**config.mk**
```make
export PLATFORM = sky130hd
export DESIGN_NAME = tft_pixel_writer
export DESIGN_NICKNAME = d
export VERILOG_FILES = /design/src/rtl/tft_pkg.sv /design/src/rtl/tft_wr_strobe_gen.sv /design/src/rtl/tft_pixel_writer.sv
export SDC_FILE = /design/constraint.sdc
export NUM_CORES = 1
export LEC_CHECK = 0
export ABC_AREA = 1
export BUFFER_PORTS_ARGS = -buffer_cell sky130_fd_sc_hd__buf_2
export CORE_UTILIZATION = 45
export DETAILED_ROUTE_END_ITERATION = 10
export PLACE_DENSITY_LB_ADDON = 0.25
export SYNTH_ARGS = -nofsm -noshare
export SYNTH_HDL_FRONTEND = slang
export SYNTH_SLANG_ARGS = --single-unit
```
**constraint.sdc**
```tcl
create_clock -name clk -period 7.45 [get_ports clk]
set_clock_uncertainty 0.2 [all_clocks]
set_input_delay 1.1175 -clock clk [delete_from_list [all_inputs] [get_ports clk]]
set_output_delay 1.1175 -clock clk [all_outputs]
set_load 0.03 [all_outputs]
```
**src/rtl/tft_pkg.sv**
```systemverilog
// Shared types and helpers for the TFT pixel writer: FSM encoding, the default
// Memory Write command byte and RGB888 -> RGB565 packing.
package tft_pkg;

  typedef enum logic [2:0] {
    ST_IDLE,
    ST_CS_SETUP,
    ST_CMD,
    ST_PIX_WAIT,
    ST_BYTE_HI,
    ST_BYTE_LO,
    ST_DONE
  } tft_state_e;

  localparam logic [7:0] CMD_MEM_WRITE_DEFAULT = 8'h2C;

  // Truncating conversion: the low bits of each channel are simply dropped.
  function automatic logic [15:0] rgb565(input logic [7:0] r, input logic [7:0] g,
                                         input logic [7:0] b);
    logic [15:0] r16, g16, b16;
    r16 = {8'd0, r};
    g16 = {8'd0, g};
    b16 = {8'd0, b};
    return ((r16 >> 3) << 11) | ((g16 >> 2) << 5) | (b16 >> 3);
  endfunction

endpackage

```
**src/rtl/tft_wr_strobe_gen.sv**
```systemverilog
// Generates one 8080 write strobe per byte: wr_n low for WR_LOW_CYCLES, then high
// for WR_HIGH_CYCLES; byte_done flags the last high cycle so the next byte can chain.
module tft_wr_strobe_gen #(
  parameter int WR_LOW_CYCLES  = 2,
  parameter int WR_HIGH_CYCLES = 2
) (
  input  logic clk,
  input  logic rst,
  input  logic byte_start,
  output logic wr_n,
  output logic byte_done
);

  logic       active;
  logic [7:0] phase_cnt;

  // Asserted during the final high cycle so a back-to-back byte_start falls
  // wr_n exactly when the high phase ends.
  assign byte_done = active && wr_n && (phase_cnt == 8'(WR_HIGH_CYCLES - 1));

  always_ff @(posedge clk or posedge rst) begin
    if (rst) begin
      wr_n      <= 1'b1;
      active    <= 1'b0;
      phase_cnt <= 8'd0;
    end else if (byte_start) begin
      wr_n      <= 1'b0;
      active    <= 1'b1;
      phase_cnt <= 8'd0;
    end else if (active) begin
      if (!wr_n) begin
        if (phase_cnt == 8'(WR_LOW_CYCLES - 1)) begin
          wr_n      <= 1'b1;
          phase_cnt <= 8'd0;
        end else begin
          phase_cnt <= phase_cnt + 8'd1;
        end
      end else if (phase_cnt == 8'(WR_HIGH_CYCLES - 1)) begin
        active    <= 1'b0;
        phase_cnt <= 8'd0;
      end else begin
        phase_cnt <= phase_cnt + 8'd1;
      end
    end
  end

endmodule

```
**src/rtl/tft_pixel_writer.sv**
```systemverilog
// Pulls RGB888 pixels over rdy/stb, converts to RGB565 and writes one frame
// (Memory Write command + W*H pixels, high byte first) onto an 8-bit 8080 bus.
module tft_pixel_writer
  import tft_pkg::*;
#(
  parameter int         WR_LOW_CYCLES  = 2,
  parameter int         WR_HIGH_CYCLES = 2,
  parameter logic [7:0] CMD_MEM_WRITE  = CMD_MEM_WRITE_DEFAULT
) (
  input  logic        clk,
  input  logic        rst,
  input  logic        i_enable,
  input  logic        i_start,
  input  logic [11:0] i_image_width,
  input  logic [11:0] i_image_height,
  output logic        o_busy,
  output logic        o_frame_done,
  input  logic        i_pixel_rdy,
  input  logic [7:0]  i_red,
  input  logic [7:0]  i_green,
  input  logic [7:0]  i_blue,
  output logic        o_pixel_stb,
  output logic        o_tft_cs_n,
  output logic        o_tft_dc,
  output logic        o_tft_wr_n,
  output logic [7:0]  o_tft_data,
  output tft_state_e  o_dbg_state
);

  // Handshake: a pixel is taken when i_pixel_rdy is high in PIX_WAIT; o_pixel_stb
  // pulses the following cycle. Upstream drops rdy one cycle late, so rdy is
  // ignored while stb is high.

  tft_state_e  state;
  logic [23:0] frame_total;
  logic [23:0] pix_count;
  logic [23:0] req_total;
  logic [15:0] in_word;
  logic [7:0]  pix_lo;
  logic        accept;
  logic        byte_start;
  logic        byte_done;

  assign req_total   = i_image_width * i_image_height;
  assign in_word     = rgb565(i_red, i_green, i_blue);
  assign accept      = (state == ST_PIX_WAIT) && i_enable && i_pixel_rdy && !o_pixel_stb;
  assign byte_start  = ((state == ST_CS_SETUP) && i_enable) || accept ||
                       ((state == ST_BYTE_HI) && byte_done && i_enable);
  assign o_dbg_state = state;

  tft_wr_strobe_gen #(
    .WR_LOW_CYCLES (WR_LOW_CYCLES),
    .WR_HIGH_CYCLES(WR_HIGH_CYCLES)
  ) u_strobe (
    .clk       (clk),
    .rst       (rst),
    .byte_start(byte_start),
    .wr_n      (o_tft_wr_n),
    .byte_done (byte_done)
  );

  always_ff @(posedge clk or posedge rst) begin
    if (rst) begin
      state        <= ST_IDLE;
      o_tft_cs_n   <= 1'b1;
      o_tft_dc     <= 1'b1;
      o_tft_data   <= 8'd0;
      o_pixel_stb  <= 1'b0;
      o_busy       <= 1'b0;
      o_frame_done <= 1'b0;
      frame_total  <= 24'd0;
      pix_count    <= 24'd0;
      pix_lo       <= 8'd0;
    end else begin
      o_pixel_stb  <= 1'b0;
      o_frame_done <= 1'b0;
      case (state)
        ST_IDLE: begin
          if (i_enable && i_start) begin
            frame_total <= req_total;
            pix_count   <= 24'd0;
            o_busy      <= 1'b1;
            if (req_total == 24'd0) begin
              state <= ST_DONE;
            end else begin
              o_tft_cs_n <= 1'b0;
              state      <= ST_CS_SETUP;
            end
          end
        end
        ST_CS_SETUP: begin
          if (i_enable) begin
            o_tft_dc   <= 1'b0;
            o_tft_data <= CMD_MEM_WRITE;
            state      <= ST_CMD;
          end else begin
            state <= ST_DONE;
          end
        end
        ST_CMD: begin
          if (byte_done) begin
            o_tft_dc <= 1'b1;
            state    <= i_enable ? ST_PIX_WAIT : ST_DONE;
          end
        end
        ST_PIX_WAIT: begin
          if (!i_enable) begin
            state <= ST_DONE;
          end else if (accept) begin
            o_tft_data  <= in_word[15:8];
            pix_lo      <= in_word[7:0];
            o_pixel_stb <= 1'b1;
            state       <= ST_BYTE_HI;
          end
        end
        ST_BYTE_HI: begin
          if (byte_done) begin
            if (i_enable) begin
              o_tft_data <= pix_lo;
              state      <= ST_BYTE_LO;
            end else begin
              state <= ST_DONE;
            end
          end
        end
        ST_BYTE_LO: begin
          if (byte_done) begin
            pix_count <= pix_count + 24'd1;
            if (!i_enable || (pix_count + 24'd1 == frame_total)) state <= ST_DONE;
            else state <= ST_PIX_WAIT;
          end
        end
        ST_DONE: begin
          o_tft_cs_n   <= 1'b1;
          o_busy       <= 1'b0;
          o_frame_done <= 1'b1;
          state        <= ST_IDLE;
        end
        default: state <= ST_IDLE;
      endcase
    end
  end

endmodule

```
Word level (Yosys, flattened, before mapping)
Cells that the tools add are included.
{ "word_totals": {"ff_bits": 82, "latchBits": 0, "ramBits": 0, "mem_bits_ro": 0, "in_bits": 53, "output_inout_bits": 17, "word_cells": 109, "memories": 0} }
{ "classes": {"addsub": 2, "mul": 1, "n_div": 0, "n_lt_le_gt_ge": 0, "eq_ne": 18, "n_shift": 0, "n_mux": 44, "n_bitwise": 2, "n_reduce_logical": 29} }
{ "ops": {"columns": ["op", "n"], "rows": [
  ["8-bit two-way mux", 8],
  ["24-bit two-way mux", 2],
  ["24-bit case mux with 2 select lines", 1],
  ["3-bit two-way mux", 10],
  ["24-bit by 1-bit adder with 24-bit output, second input constant", 1],
  ["24-bit == test", 1],
  ["24-bit logical NOT", 1],
  ["12-bit by 12-bit multiplier with 24-bit output", 1],
  ["8-bit case mux with 3 select lines", 1],
  ["2-bit != test, second input constant", 9],
  ["3-bit case mux with 6 select lines", 1],
  ["1-bit two-way mux", 17],
  ["16-bit by 11-bit bitwise OR with 16-bit output", 1],
  ["16-bit by 5-bit bitwise OR with 16-bit output", 1],
  ["3-bit AND reduction", 4],
  ["3-bit == test, second input constant", 3],
  ["1-bit logical AND", 9],
  ["8-bit by 1-bit adder with 8-bit output, second input constant", 1],
  ["8-bit by 1-bit == test with 1-bit output, second input constant", 1],
  ["2-bit nonzero test", 4],
  ["3-bit by 2-bit == test with 1-bit output, second input constant", 2],
  ["1-bit case mux with 2 select lines", 3],
  ["6-bit AND reduction", 1],
  ["5-bit AND reduction", 1],
  ["8 further kinds", 12]
]} }

Longest topological paths before layout
Gate-level depths: netlist (run 1).
{ "depth": {"word_depth": 7, "ltp_mapped": 31, "mapped_depth_nobuf": 30} }

By module
From an unflattened synthesis (run 1), not the netlist that was laid out.
{ "hier_totals": {"hier_cells": 1459, "hier_area_um2": 9997.1} }
{ "modules_own_cells": {"columns": ["mod", "n_inst", "cells_per_inst", "area_per_inst_um2", "seq_area_each_um2"], "rows": [
  ["tft_pixel_writer", 1, 1381, 9407.8, 1804.2],
  ["tft_wr_strobe_gen", 1, 78, 589.3, 251.5]
]} }

Worst setup path after synthesis (run 1)
Ideal clock, no wire load.
{ "synth_timing": {"path_kind": "input port to flip-flop", "startpoint": "in i_image_height[3]", "endpoint": "reg state[0] (netlist: o_dbg_state[0])", "setup_time_ps": 117, "arrival_time_ps": 5614, "setup_slack_ps": 1519, "path_stages": 27, "path_cell_list": "clkbuf_1 > nand2_1 > fa_1 > fa_1 > fa_1 > inv_1 > fa_1 > inv_1 > fa_1 > inv_1 > ha_1 > a21oi_1 > inv_1 > nor2_1 > nand2_1 > nand2_1 > nand2_1 > nor2_1 > nand3_1 > nor2_1 > nand2_1 > nor2_1 > nand2_1 > nand2_1 > nand2_1 > nand2_1 > nand2_1"} }
{ "synth_between": {"elab_chain_cells": 5} }
{ "synth_lines": {"columns": ["element", "line", "text"], "rows": [
  ["from (decl)", "tft_pixel_writer.sv:15", "input logic [11:0] i_image_height,"],
  ["12-bit by 12-bit multiplier with 24-bit output", "tft_pixel_writer.sv:44", "assign req_total = i_image_width * i_image_height;"],
  ["24-bit logical NOT", "tft_pixel_writer.sv:83", "if (req_total == 24'd0) begin"],
  ["3-bit two-way mux", "tft_pixel_writer.sv:83", null],
  ["3-bit two-way mux", "tft_pixel_writer.sv:79", "if (i_enable && i_start) begin"],
  ["3-bit case mux with 6 select lines", "tft_pixel_writer.sv:77", "case (state)"],
  ["to (signal assigned)", "tft_pixel_writer.sv:103", "state <= i_enable ? ST_PIX_WAIT : ST_DONE;"],
  ["to (decl)", "tft_pixel_writer.sv:34", "tft_state_e state;"]
]} }
No other way between the ends. The select of a mux whose other input is x is not followed.
A chain may end at the register's enable or synchronous reset.

Worst setup path after layout (run 1)
{ "layout_timing": {"startpoint": "in i_image_width[7]", "endpoint": "reg state[2] (netlist: o_dbg_state[2])"} }
{ "layout_between": {"elab_chain_cells": 5} }
{ "layout_lines": {"columns": ["element", "line", "text"], "rows": [
  ["from (decl)", "tft_pixel_writer.sv:14", "input logic [11:0] i_image_width,"],
  ["12-bit by 12-bit multiplier with 24-bit output", "tft_pixel_writer.sv:44", null],
  ["24-bit logical NOT", "tft_pixel_writer.sv:83", null],
  ["3-bit two-way mux", "tft_pixel_writer.sv:83", null],
  ["3-bit two-way mux", "tft_pixel_writer.sv:79", null],
  ["3-bit case mux with 6 select lines", "tft_pixel_writer.sv:77", null]
]} }
No other way between the ends. The select of a mux whose other input is x is not followed.

==> reports/qor.yml, run 1 <==
outcome:
  status: "finished, final reports clean"
clock_tree:
  tritoncts: "done"
  holdBufCountCts: 0
  numCtsBuffers: 9
  clk_pin_slew_ps: 60
  cts_setup_buffers: 0
  clock-sinks: 82
  cts_resized: 0
  clock_path_buffers: 2
  cts.root.buffer_cell: "clkbuf_16"
  cts-htree-levels: 3
  clk_latency_ps: 340
timing:
  grt_setup_unrepaired: "false"
  setup_violations: 0
  min_period_ps: 6069
  slew_headroom: 0.5274
  fin_setup_tns_ps: 0
  fin_ws_ps: 1381
  fmax_mhz: 164.8
  hold_viol_final: 0
  maxSlewViolCount: 0
  worst_pin_slew_ps: 708.1
  finalCritPeriodShare: 0.8147
  hold_slack_ps: 257.5
setup_path:
  worst-path-buf-inv: 6
  critPathSlowestCell: "fa_1"
  cp_data_arrival_time_ps: 6100
  path_delay_family: "adder cells"
  cp.required_ps: 7480
  worstPathMaxFanout: 12
  critPathCaptureType: "register"
  worstSetupPathType: "primary input to register"
  cp-start-kind: "primary input"
  max_stage_delay_ps: 580
die:
  io_pins: 70
  rows: 52
  core_sq_um: 20560
  die_x_um: 147.8
  dieArea_sq_um: 21860
  start_util: 0.4655
  chipHeight_um: 147.8
logic_synthesis:
  async_reset_ff_frac: 1.000
  synthTopCellsByCount: "nand2_1 (452), inv_1 (284), fa_1 (100)"
  syn-cell-area_sq_um: 9570
  synth_top_family_by_area: "adder cells"
  ys.flop_type: "dfrtp_1"
  synth-edff-count: 0
  synth.distinct_cells: 40
  synth.mux.area_fraction: 0
  post-synth-top-count-cell: "nand2_1"
  ys_seq_elements: 82
  ys_seq_area_frac: 0.2148
  synth.top_cells.by_area: "fa_1 (21%), dfrtp_1 (21%), nand2_1 (18%)"
  postSynthCellCount: 1351
  synth_top_cell_by_area: "fa_1"
  avgSynthCellArea_sq_um: 7.084
  synth_compound_area_frac: 0.06694
  netlist.area_leader.share: 0.2092
  synth_xor_xnor_area_share: 0.01164
  syn-num-nets: 1569
  synth_adder_area_share: 0.2942
  yosys_warnings: 0
  synth_simple_gate_area_frac: 0.2833
detailed_routing:
  wl_per_cell_um: 13.06
  drtIter0Drc: 430
  finalWirelength_mm: 21.75
  viasPerCell: 4.921
  via_count: 8194
  ant_nets: 0
  drt_first_pass_iters: 7
  drc_errors: 0
hold_path:
  hp-class: "register to register"
global_routing:
  grt_usage: 0.2121
  grt_pass1_wl_mm: 37.68
  overflow: 0
  antenna_found_initial: 0
  grt_max_degree: 52
  grt_pass1_vias: 7989
pwr:
  p_int_mw: 1.860
  power_density_nw_per_um2: 366.6
  clock_power_share: 0.133
  leakagePower_nw: 5.807
  p_sw_mw: 1.961
  switching_share: 0.5132
  power_frac_seq: 0.191
  ir_drop_mv: 0.1664
  comb_power_share: 0.677
final_layout:
  postLayoutCellArea_sq_um: 10420
  nFillCells: 2113
  nets: 1608
  syn_to_final_growth_pct: 8.903
  layout-drive-gt1-share: 0.07384
  diodes: 0
place:
  dp_slack_ps: 1048
  dpl_cell_area_sq_um: 10090
  port_buffers: 61
  post-dp-hpwl_mm: 17.41
  gp_congestion: 0.8650
flow_run:
  drv_cap: 0
state kept, by name, indices dropped and copies added, names as in the netlist:
| signal | flops |
|---|---|
| u_strobe.phase_cnt | 8 |
| pix_lo | 8 |
| o_tft_data | 8 |
| u_strobe.active | 1 |
| frame_total | 24 |
| o_tft_cs_n | 1 |
| o_tft_dc | 1 |
| o_pixel_stb | 1 |
| o_busy | 1 |
| u_strobe.wr_n | 1 |
| o_frame_done | 1 |
| pix_count | 24 |
| o_dbg_state | 3 |
cell families after synthesis:
kind of cell | count (synthesis)
compound gates | 110
xor+xnor | 11
fa+ha+maj | 165
buf+inv | 326
flops | 82
simple gates | 657
placed cells by master (no fill, tap or decap), drive strengths merged, types with 19 or more instances in the layout:
| master | Yosys | routed |
|---|---|---|
| a21oi | 19 | 19 |
| buf | 6 | 63 |
| dfrtp | 79 | 79 |
| fa | 100 | 100 |
| ha | 65 | 65 |
| inv | 290 | 290 |
| nand2 | 454 | 454 |
| nand3 | 70 | 70 |
| nor2 | 100 | 100 |
| o21ai | 44 | 44 |
final timing paths:
| path | start | end | slack [ps] | cells after the start |
|---|---|---|---|---|
| setup / recovery | i_image_width[7] | o_dbg_state[2] | 1380 | 25 |
| hold / removal | o_tft_cs_n | o_tft_cs_n | 260 | 2 |
| setup reg to reg | o_dbg_state[2] | u_strobe.phase_cnt[2] | 4330 | 14 |
| hold reg to reg | o_tft_cs_n | o_tft_cs_n | 260 | 2 |
| max in group asynchronous | rst | o_dbg_state[2] | 5400 | 3 |
| min in group asynchronous | rst | pix_count[17] | 600 | 2 |
tightest hold or removal path, delay by kind of cell (launching register included):
kind | cells | cell delay [ps]
DFF | 1 | 360
and+or+nand+nor | 2 | 90
power groups by stage:
stage          registers, mW  clock network [mW]  logic (mW)
2_1_floorplan          0.770                   0        1.96
3_3_place_gp           0.729                   0        2.54
3_5_place_dp           0.732                   0        2.57
4_1_cts                0.726               0.516        2.59
5_1_grt                0.747               0.530        3.01
6_report               0.728               0.508        2.58
layer usage:
layer  track usage  vias up  wire [um]
met1        0.2988     3859      10670
met3       0.01728       20        668
met2        0.3481      147      10080
met4       0.06340        0        326
met5             0        -          0
li1              -     4168          -
cell type report:
cell class / instances / area [sq um] / share of cell area
multi-input cells: 943 / 6279 / 0.6024
clock buffers: 11 / 232.7 / 0.02233
flip-flops and latches: 82 / 2056 / 0.1972
well taps: 270 / 337.8 / 0.03241
clock inverters: 5 / 103.9 / 0.009964
repair buffers: 63 / 320.3 / 0.03073
inverters: 291 / 1094 / 0.1049
per-stage QoR:
| stage | utilization | instances | power [mW] |
|---|---|---|---|
| finish | 0.5069 | 1665 | 3.821 |
| global route | 0.5069 | 1665 | 4.282 |
| global placement | 0.4906 | 1649 | 3.274 |
| detailed placement | 0.4906 | 1649 | 3.307 |
| floorplan | - | 1351 | 2.732 |
| CTS | 0.5069 | 1665 | 3.836 |
Power figures use the tool's default switching activity.
==> run 2, diff against run 1 <==
==> constraint.sdc (replaced) <==
create_clock -name clk -period 5.6 [get_ports clk]
set_clock_uncertainty 0.2 [all_clocks]
set_input_delay 0.84 -clock clk [delete_from_list [all_inputs] [get_ports clk]]
set_output_delay 0.84 -clock clk [all_outputs]
set_load 0.03 [all_outputs]
==> run 2 against run 1 <==
Compared with the run above: non-clock buffer count grew 88; combinational power rose by 100%; first-iteration DRC count down 9.1%; count of clock-buffer cells in the layout decreased by 1; largest cell class unchanged; highest routed layer unchanged.
==> reports/qor.yml, run 2 (synthesis results as in run 1) <==
outcome:
  status: "finished, final reports clean"
clock_tree:
  numCtsBuffers: 9  # unchanged
  clock_path_buffers: 2  # unchanged
  clock-sinks: 82  # unchanged
  holdBufCountCts: 0  # unchanged
  cts-htree-levels: 3  # unchanged
  cts.root.buffer_cell: "clkbuf_16"
  clk_pin_slew_ps: 60  # about the same
  tritoncts: "done"
  clk_latency_ps: 340  # about the same
final_layout:
  layout-drive-gt1-share: 0.1699  # +0.09609
  syn_to_final_growth_pct: 19.13
  reg_top3: "frame_total (24), pix_count (24)"
  nets: 1696  # +5.5%
  nFillCells: 1963  # -7.1%
  diodes: 0  # unchanged
  mostFrequentLayoutCells: "nand2_1 (437), inv_1 (277), fa_1 (99)"
  final_cell_count_no_fill: 1753  # +5.3%
  final_common_cell: "nand2_1"
setup_path:
  crit_top_cell: "nand2_1"
  cp.required_ps: 5630  # -1850 ps
  cp_data_arrival_time_ps: 5440  # -660 ps
  worst-path-buf-inv: 6  # unchanged
  critPathCaptureType: "register"
  critPathSlowestCell: "fa_1"
  worstSetupPathType: "primary input to register"
  worstPathMaxFanout: 8  # -4
  path_delay_family: "adder cells"
  cp-start-kind: "primary input"
  max_stage_delay_ps: 540  # -40 ps
place:
  dpl.cell_count: 1736  # +5.3%
  port_buffers: 61  # unchanged
  gp_congestion: 0.8959  # +3.6%
  post-dp-hpwl_mm: 18.34  # +5.3%
die:
  core_sq_um: 20560  # unchanged
  io_pins: 70  # unchanged
  dieArea_sq_um: 21860  # unchanged
  rows: 52  # unchanged
  start_util: 0.4655  # unchanged
  chipHeight_um: 147.8  # unchanged
  die_x_um: 147.8  # unchanged
pwr:
  ir_drop_mv: 0.4149  # +150%
  leakagePower_nw: 6.274  # +8.0%
  power_density_nw_per_um2: 591.1  # +61%
  total_power_mw: 6.739  # +76%
timing:
  hold_slack_ps: 261.5  # +4.072 ps
  fmax_mhz: 184.7
  min_period_ps: 5414
  worst_pin_slew_ps: 692.5  # -15.61 ps
  maxSlewViolCount: 0  # unchanged
  hold_viol_final: 0  # unchanged
  finalCritPeriodShare: 0.9668
  setup_violations: 0  # unchanged
  slew_headroom: 0.5358  # +0.008414
flow_run:
  drv_cap: 0  # unchanged
detailed_routing:
  drc_errors: 0  # unchanged
  ant_nets: 0  # unchanged
  drtIter0Drc: 391  # -9.1%
  viasPerCell: 4.954  # +0.66%
  finalWirelength_mm: 22.52  # +3.6%
  drt_first_pass_iters: 5  # -2
  wl_per_cell_um: 12.85  # -1.6%
  via_count: 8684  # +6.0%
global_routing:
  antenna_found_initial: 0  # unchanged
  grt_max_degree: 53  # +1.9%
  overflow: 0  # unchanged
  grt_pass1_vias: 8480  # +6.1%
  grt_usage: 0.2138  # +0.001674
  grt_pass1_wl_mm: 38.47  # +2.1%
hold_path:
  hp-class: "register to register"
-- run 2: changes by cell type in the layout (fill, tap and decap cells not counted), moves of 7 or more --
cell and change:
a21oi_1 -7, buf_2 -11, buf_4 +90, ha_1 -7, ha_4 +7, nand2_1 -15, nand2_2 +10, nor2_1 -12
nor2_2 +10
-- run 2: final cells by class --
| cell class | count | area [sq um] | area share |
|---|---|---|---|
| sequential | 82 | 2056 | 0.1803 |
| tap | 270 | 337.8 | 0.02963 |
| inverter | 291 | 1094 | 0.09592 |
| multi-input combinational | 943 | 6580 | 0.5772 |
| clock inverter | 6 | 65.06 | 0.005707 |
| clock buffer | 10 | 229.0 | 0.02008 |
| timing repair buffer | 151 | 1040 | 0.09120 |
-- run 2: metal layers --
layer	vias up	track usage	wire, um
li1	4356	-	-
met1	4161	0.2880	10630
met2	147	0.3712	10990
met3	20	0.01574	598
met4	0	0.05619	294
met5	-	0	0
-- run 2: what timing repair did --
item | CTS | global route
endpoints found under the setup margin | 3 | 5
pin swaps | 0 | 38
setup buffers | 0 | 1
gates resized for setup | 8 | 94
-- run 2: power by group --
part | switching (mW) | internal (mW)
Sequential | 0.166 | 0.803
Clock | 0.241 | 0.347
Combinational | 2.82 | 2.36
Total | 3.23 | 3.51
-- run 2: path summary, 6_finish.rpt --
kind / end / cells after the start / startpoint / slack [ps]
min: o_tft_cs_n / 2 / o_tft_cs_n / 260
min in group asynchronous: frame_total[12] / 2 / rst / 330
max: o_dbg_state[0] / 27 / i_image_height[6] / 190
max reg2reg: u_strobe.phase_cnt[2] / 13 / o_dbg_state[1] / 2420
min reg2reg: o_tft_cs_n / 2 / o_tft_cs_n / 260
max in group asynchronous: frame_total[9] / 3 / rst / 3800
-- run 2: worst register-to-register path: stages (launching register included) --
cell     delay, ps
dfrtp_1        520
inv_1          150
nor2_4         230
inv_1           80
nor2_1         100
inv_1           70
nor3_2         530
a21oi_1         90
nand2_1        500
nor2_2         160
inv_2          180
nand2_1         80
xor2_1         140
nor2_1          50
-- run 2: metrics by stage --
stage                       util  setup slack, ps  setup TNS [ps]  instance area (sq um)
final                     0.5545            186.0               0                  11400
after global routing      0.5545           -31.09          -45.94                  11400
after CTS                 0.5378            19.68               0                  11060
after detailed placement  0.5229           -389.9           -1882                  10750
after global placement    0.5229           -312.7           -1369                  10750
after floorplan                -            19.47               0                   9575
==> run 3, diff against run 2 <==
--- a/config.mk
+++ b/config.mk
@@ -12,4 +12,5 @@
 export PLACE_DENSITY_LB_ADDON = 0.25
 export SYNTH_ARGS = -nofsm -noshare
 export SYNTH_HDL_FRONTEND = slang
+export SYNTH_HIERARCHICAL = 1
 export SYNTH_SLANG_ARGS = --single-unit
==> run 3 against run 2 <==
Compared with the run above: clock power is 3% higher; synthesized cell count is 8.0% higher; critical endpoint is now o_dbg_state[1]; maximum frequency is 0.77% higher; combinational power is 7.3% higher; area after synthesis is 4.5% higher; non-clock buffer count is 4 lower; die area is 4.4% higher; design area is 4.2% higher; sequential power hardly changed; global-route usage hardly changed.
==> reports/qor.yml, run 3 <==
place:
  post-dp-hpwl_mm: 19.42  # +5.9%
  port_buffers: 61  # unchanged
  gp_congestion: 0.8940  # -0.21%
  dpl_cell_area_sq_um: 11180  # +4.0%
  dpl.cell_count: 1850  # +6.6%
timing:
  finalCritPeriodShare: 0.9594  # -0.007379
  slew_headroom: 0.3789  # -0.1569
  fmax_mhz: 186.1  # +0.77%
  hold_viol_final: 0  # unchanged
  min_period_ps: 5373  # -41.32 ps
  maxSlewViolCount: 0  # unchanged
  setup_violations: 0  # unchanged
  worst_pin_slew_ps: 923.9  # +231.4 ps
setup_path:
  worstSetupPathType: "primary input to register"
  cp_data_arrival_time_ps: 5440  # about the same
  crit-reg2reg-launch: "o_dbg_state[2]"
  rrSetupSlack_ps: 2390  # -30 ps
  cp-start-kind: "primary input"
  worstPathMaxFanout: 5  # -3
  r2r_cells: 13  # unchanged
  critPathCaptureType: "register"
  cp.required_ps: 5670  # +40 ps
  worstReg2RegEnd: "u_strobe/phase_cnt[6]"
clock_tree:
  cts-htree-levels: 3  # unchanged
  cts.root.buffer_cell: "clkbuf_16"
  clock_path_buffers: 2  # unchanged
  clk_pin_slew_ps: 60  # about the same
  tritoncts: "done"
  clock-sinks: 82  # unchanged
  clk_latency_ps: 350  # about the same
  numCtsBuffers: 9  # unchanged
logic_synthesis:
  syn-cell-area_sq_um: 9997  # +4.5%
  async_reset_ff_frac: 1.000  # unchanged
  postSynthCellCount: 1459  # +8.0%
  synth.top_cells.by_area: "fa_1 (20%), nand2_1 (20%), dfrtp_1 (20%)"
  syn-num-nets: 1677  # +6.9%
  synthTopCellsByCount: "nand2_1 (529), inv_1 (325), fa_1 (100)"
  avgSynthCellArea_sq_um: 6.852  # -3.3%
  yosys_warnings: 6  # +6
  synth.distinct_cells: 37  # -7.5%
  ys_seq_area_frac: 0.2056  # -0.009167
  ys.flop_type: "dfrtp_1"
  post-synth-top-count-cell: "nand2_1"
  synth-edff-count: 0  # unchanged
  netlist.area_leader.share: 0.2003  # -0.008927
  ys_seq_elements: 82  # unchanged
  synth_top_cell_by_area: "fa_1"
hold_path:
  hp-class: "primary input to async pin"
final_layout:
  reg_top3: "frame_total (24), pix_count (24)"
  final_cell_count_no_fill: 1868  # +6.6%
  nFillCells: 2122  # +8.1%
  diodes: 0  # unchanged
  nets: 1801  # +6.2%
  layout-drive-gt1-share: 0.1681  # -0.001790
  postLayoutCellArea_sq_um: 11880  # +4.2%
  syn_to_final_growth_pct: 18.80
  final_common_cell: "nand2_1"
  mostFrequentLayoutCells: "nand2_1 (500), inv_1 (316), fa_1 (96)"
global_routing:
  overflow: 0  # unchanged
  grt_pass1_vias: 8599  # +1.4%
  antenna_found_initial: 0  # unchanged
  met3_usage: 0.01867  # +0.002934
  busiest_layer: "met2"
  grt_use_met1: 0.2843  # -0.003616
  grt_pass1_wl_mm: 39.30  # +2.2%
  use_met2: 0.3702  # -0.001043
  grt_usage: 0.2137  # about the same
  grt_max_degree: 56  # +5.7%
die:
  dieArea_sq_um: 22820  # +4.4%
  chipHeight_um: 151.1  # +2.2%
  die_x_um: 151.1  # +2.2%
  core_sq_um: 21820  # +6.1%
  rows: 54  # +3.8%
  start_util: 0.4581  # -0.007404
  io_pins: 70  # unchanged
detailed_routing:
  drt_first_pass_iters: 5  # unchanged
  finalWirelength_mm: 23.51  # +4.4%
  drtIter0Drc: 426  # +9.0%
  viasPerCell: 4.780  # -3.5%
  drc_errors: 0  # unchanged
  wl_per_cell_um: 12.59  # -2.0%
  ant_nets: 0  # unchanged
  via_count: 8929  # +2.8%
pwr:
  leakagePower_nw: 6.712  # +7.0%
  power_density_nw_per_um2: 601.0  # +1.7%
  ir_drop_mv: 0.4261  # +2.7%
outcome:
  status: "finished, final reports clean"
flow_run:
  drv_cap: 0  # unchanged
## run 3: cell count changes after synthesis, moves of 3 or more
| cell | delta |
|---|---|
| inv_1 | +41 |
| xnor3_1 | +3 |
| o31ai_1 | -3 |
| a21boi_0 | -4 |
| nand2_1 | +77 |
| nor2_2 | +4 |
| xor2_1 | +3 |
| o21bai_1 | -4 |
| a31oi_1 | -5 |
| nor3_1 | -3 |
## run 3: kinds of logic (layout without fill, tap and decap cells)
logic type	Yosys count	count (layout)	synth area share
AO/OA/AOI/OAI	87	87	0.04856
XOR/XNOR	18	18	0.01990
adder cells (fa/ha/maj)	165	165	0.2816
buffers and inverters	366	495	0.1383
flip-flops	82	82	0.2056
AND/OR/NAND/NOR	741	741	0.3060
## run 3: layout make-up
class                   instances  area (sq um)  share of cell area
clock buffers                  11         242.7             0.02044
inverters                     332          1249              0.1051
clock inverters                 5         61.31            0.005162
well taps                     280         350.3             0.02950
flip-flops and latches         82          2056              0.1731
multi-input cells            1011          6887              0.5799
repair buffers                147          1031             0.08681
## run 3: stage by stage
| step | hold WS (ps) | power (mW) | worst slack (ps) | utilization | setup TNS [ps] |
|---|---|---|---|---|---|
| global placement | 255.7 | 5.646 | -317.7 | 0.5124 | -1085 |
| detailed placement | 263.3 | 5.732 | -415.3 | 0.5124 | -1580 |
| floorplan | 242.2 | 4.033 | 7.089 | - | 0 |
| finish | 275.7 | 7.137 | 227.3 | 0.5442 | 0 |
| global route | 299.3 | 7.882 | -36.05 | 0.5442 | -63.35 |
| CTS | 278.3 | 6.372 | 20.55 | 0.5268 | 0 |
## run 3: worst max path at each step
stage | depth (start not counted) | start | to
2_1_floorplan | 28 | i_image_width[7] | o_dbg_state[1]
6_report | 28 | i_image_width[5] | o_dbg_state[1]
3_5_place_dp | 26 | i_image_height[4] | o_dbg_state[1]
5_1_grt | 27 | i_image_height[9] | o_dbg_state[1]
3_3_place_gp | 27 | i_image_height[3] | o_dbg_state[1]
4_1_cts | 28 | i_image_height[3] | o_dbg_state[1]
## run 3: repair_timing
| item | in CTS | in global routing |
|---|---|---|
| setup endpoints to repair | 2 | 4 |
| pin swaps | 1 | 40 |
| resized for setup | 4 | 102 |
| setup buffers | 0 | 2 |
| hold buffers | 0 | 0 |
## run 3: power by group
group          switching (mW)  leakage, nW  internal (mW)
combinational            3.09         5.52           2.47
sequential              0.163         1.05          0.809
clock                   0.249        0.138          0.359
## run 3: critical path, cell delays in order
cell      delay [ps]
clkbuf_4         150
buf_4            150
nand2_1           60
inv_1             50
fa_1             580
fa_1             440
fa_1             460
fa_1             490
inv_1             50
fa_1             470
inv_1             60
ha_4             300
nand2_2           80
inv_2             70
nand2_1           80
nor3_2           140
nand2_2           90
nand2_1           70
nand2_1           50
nand2_1           90
nand2_1           60
nor2_1           100
nand3_1          120
nor2_2           130
nand2_1           70
nand3_1           70
nand2_1           50
o21ai_1           70
## run 3: metal layers
layer  routed length [um]  vias to the layer above
li1                     -                     4608
met1                10950                     4170
met2                11600                      125
met3                  613                       26
met4                  358                        0
met5                    0                        -
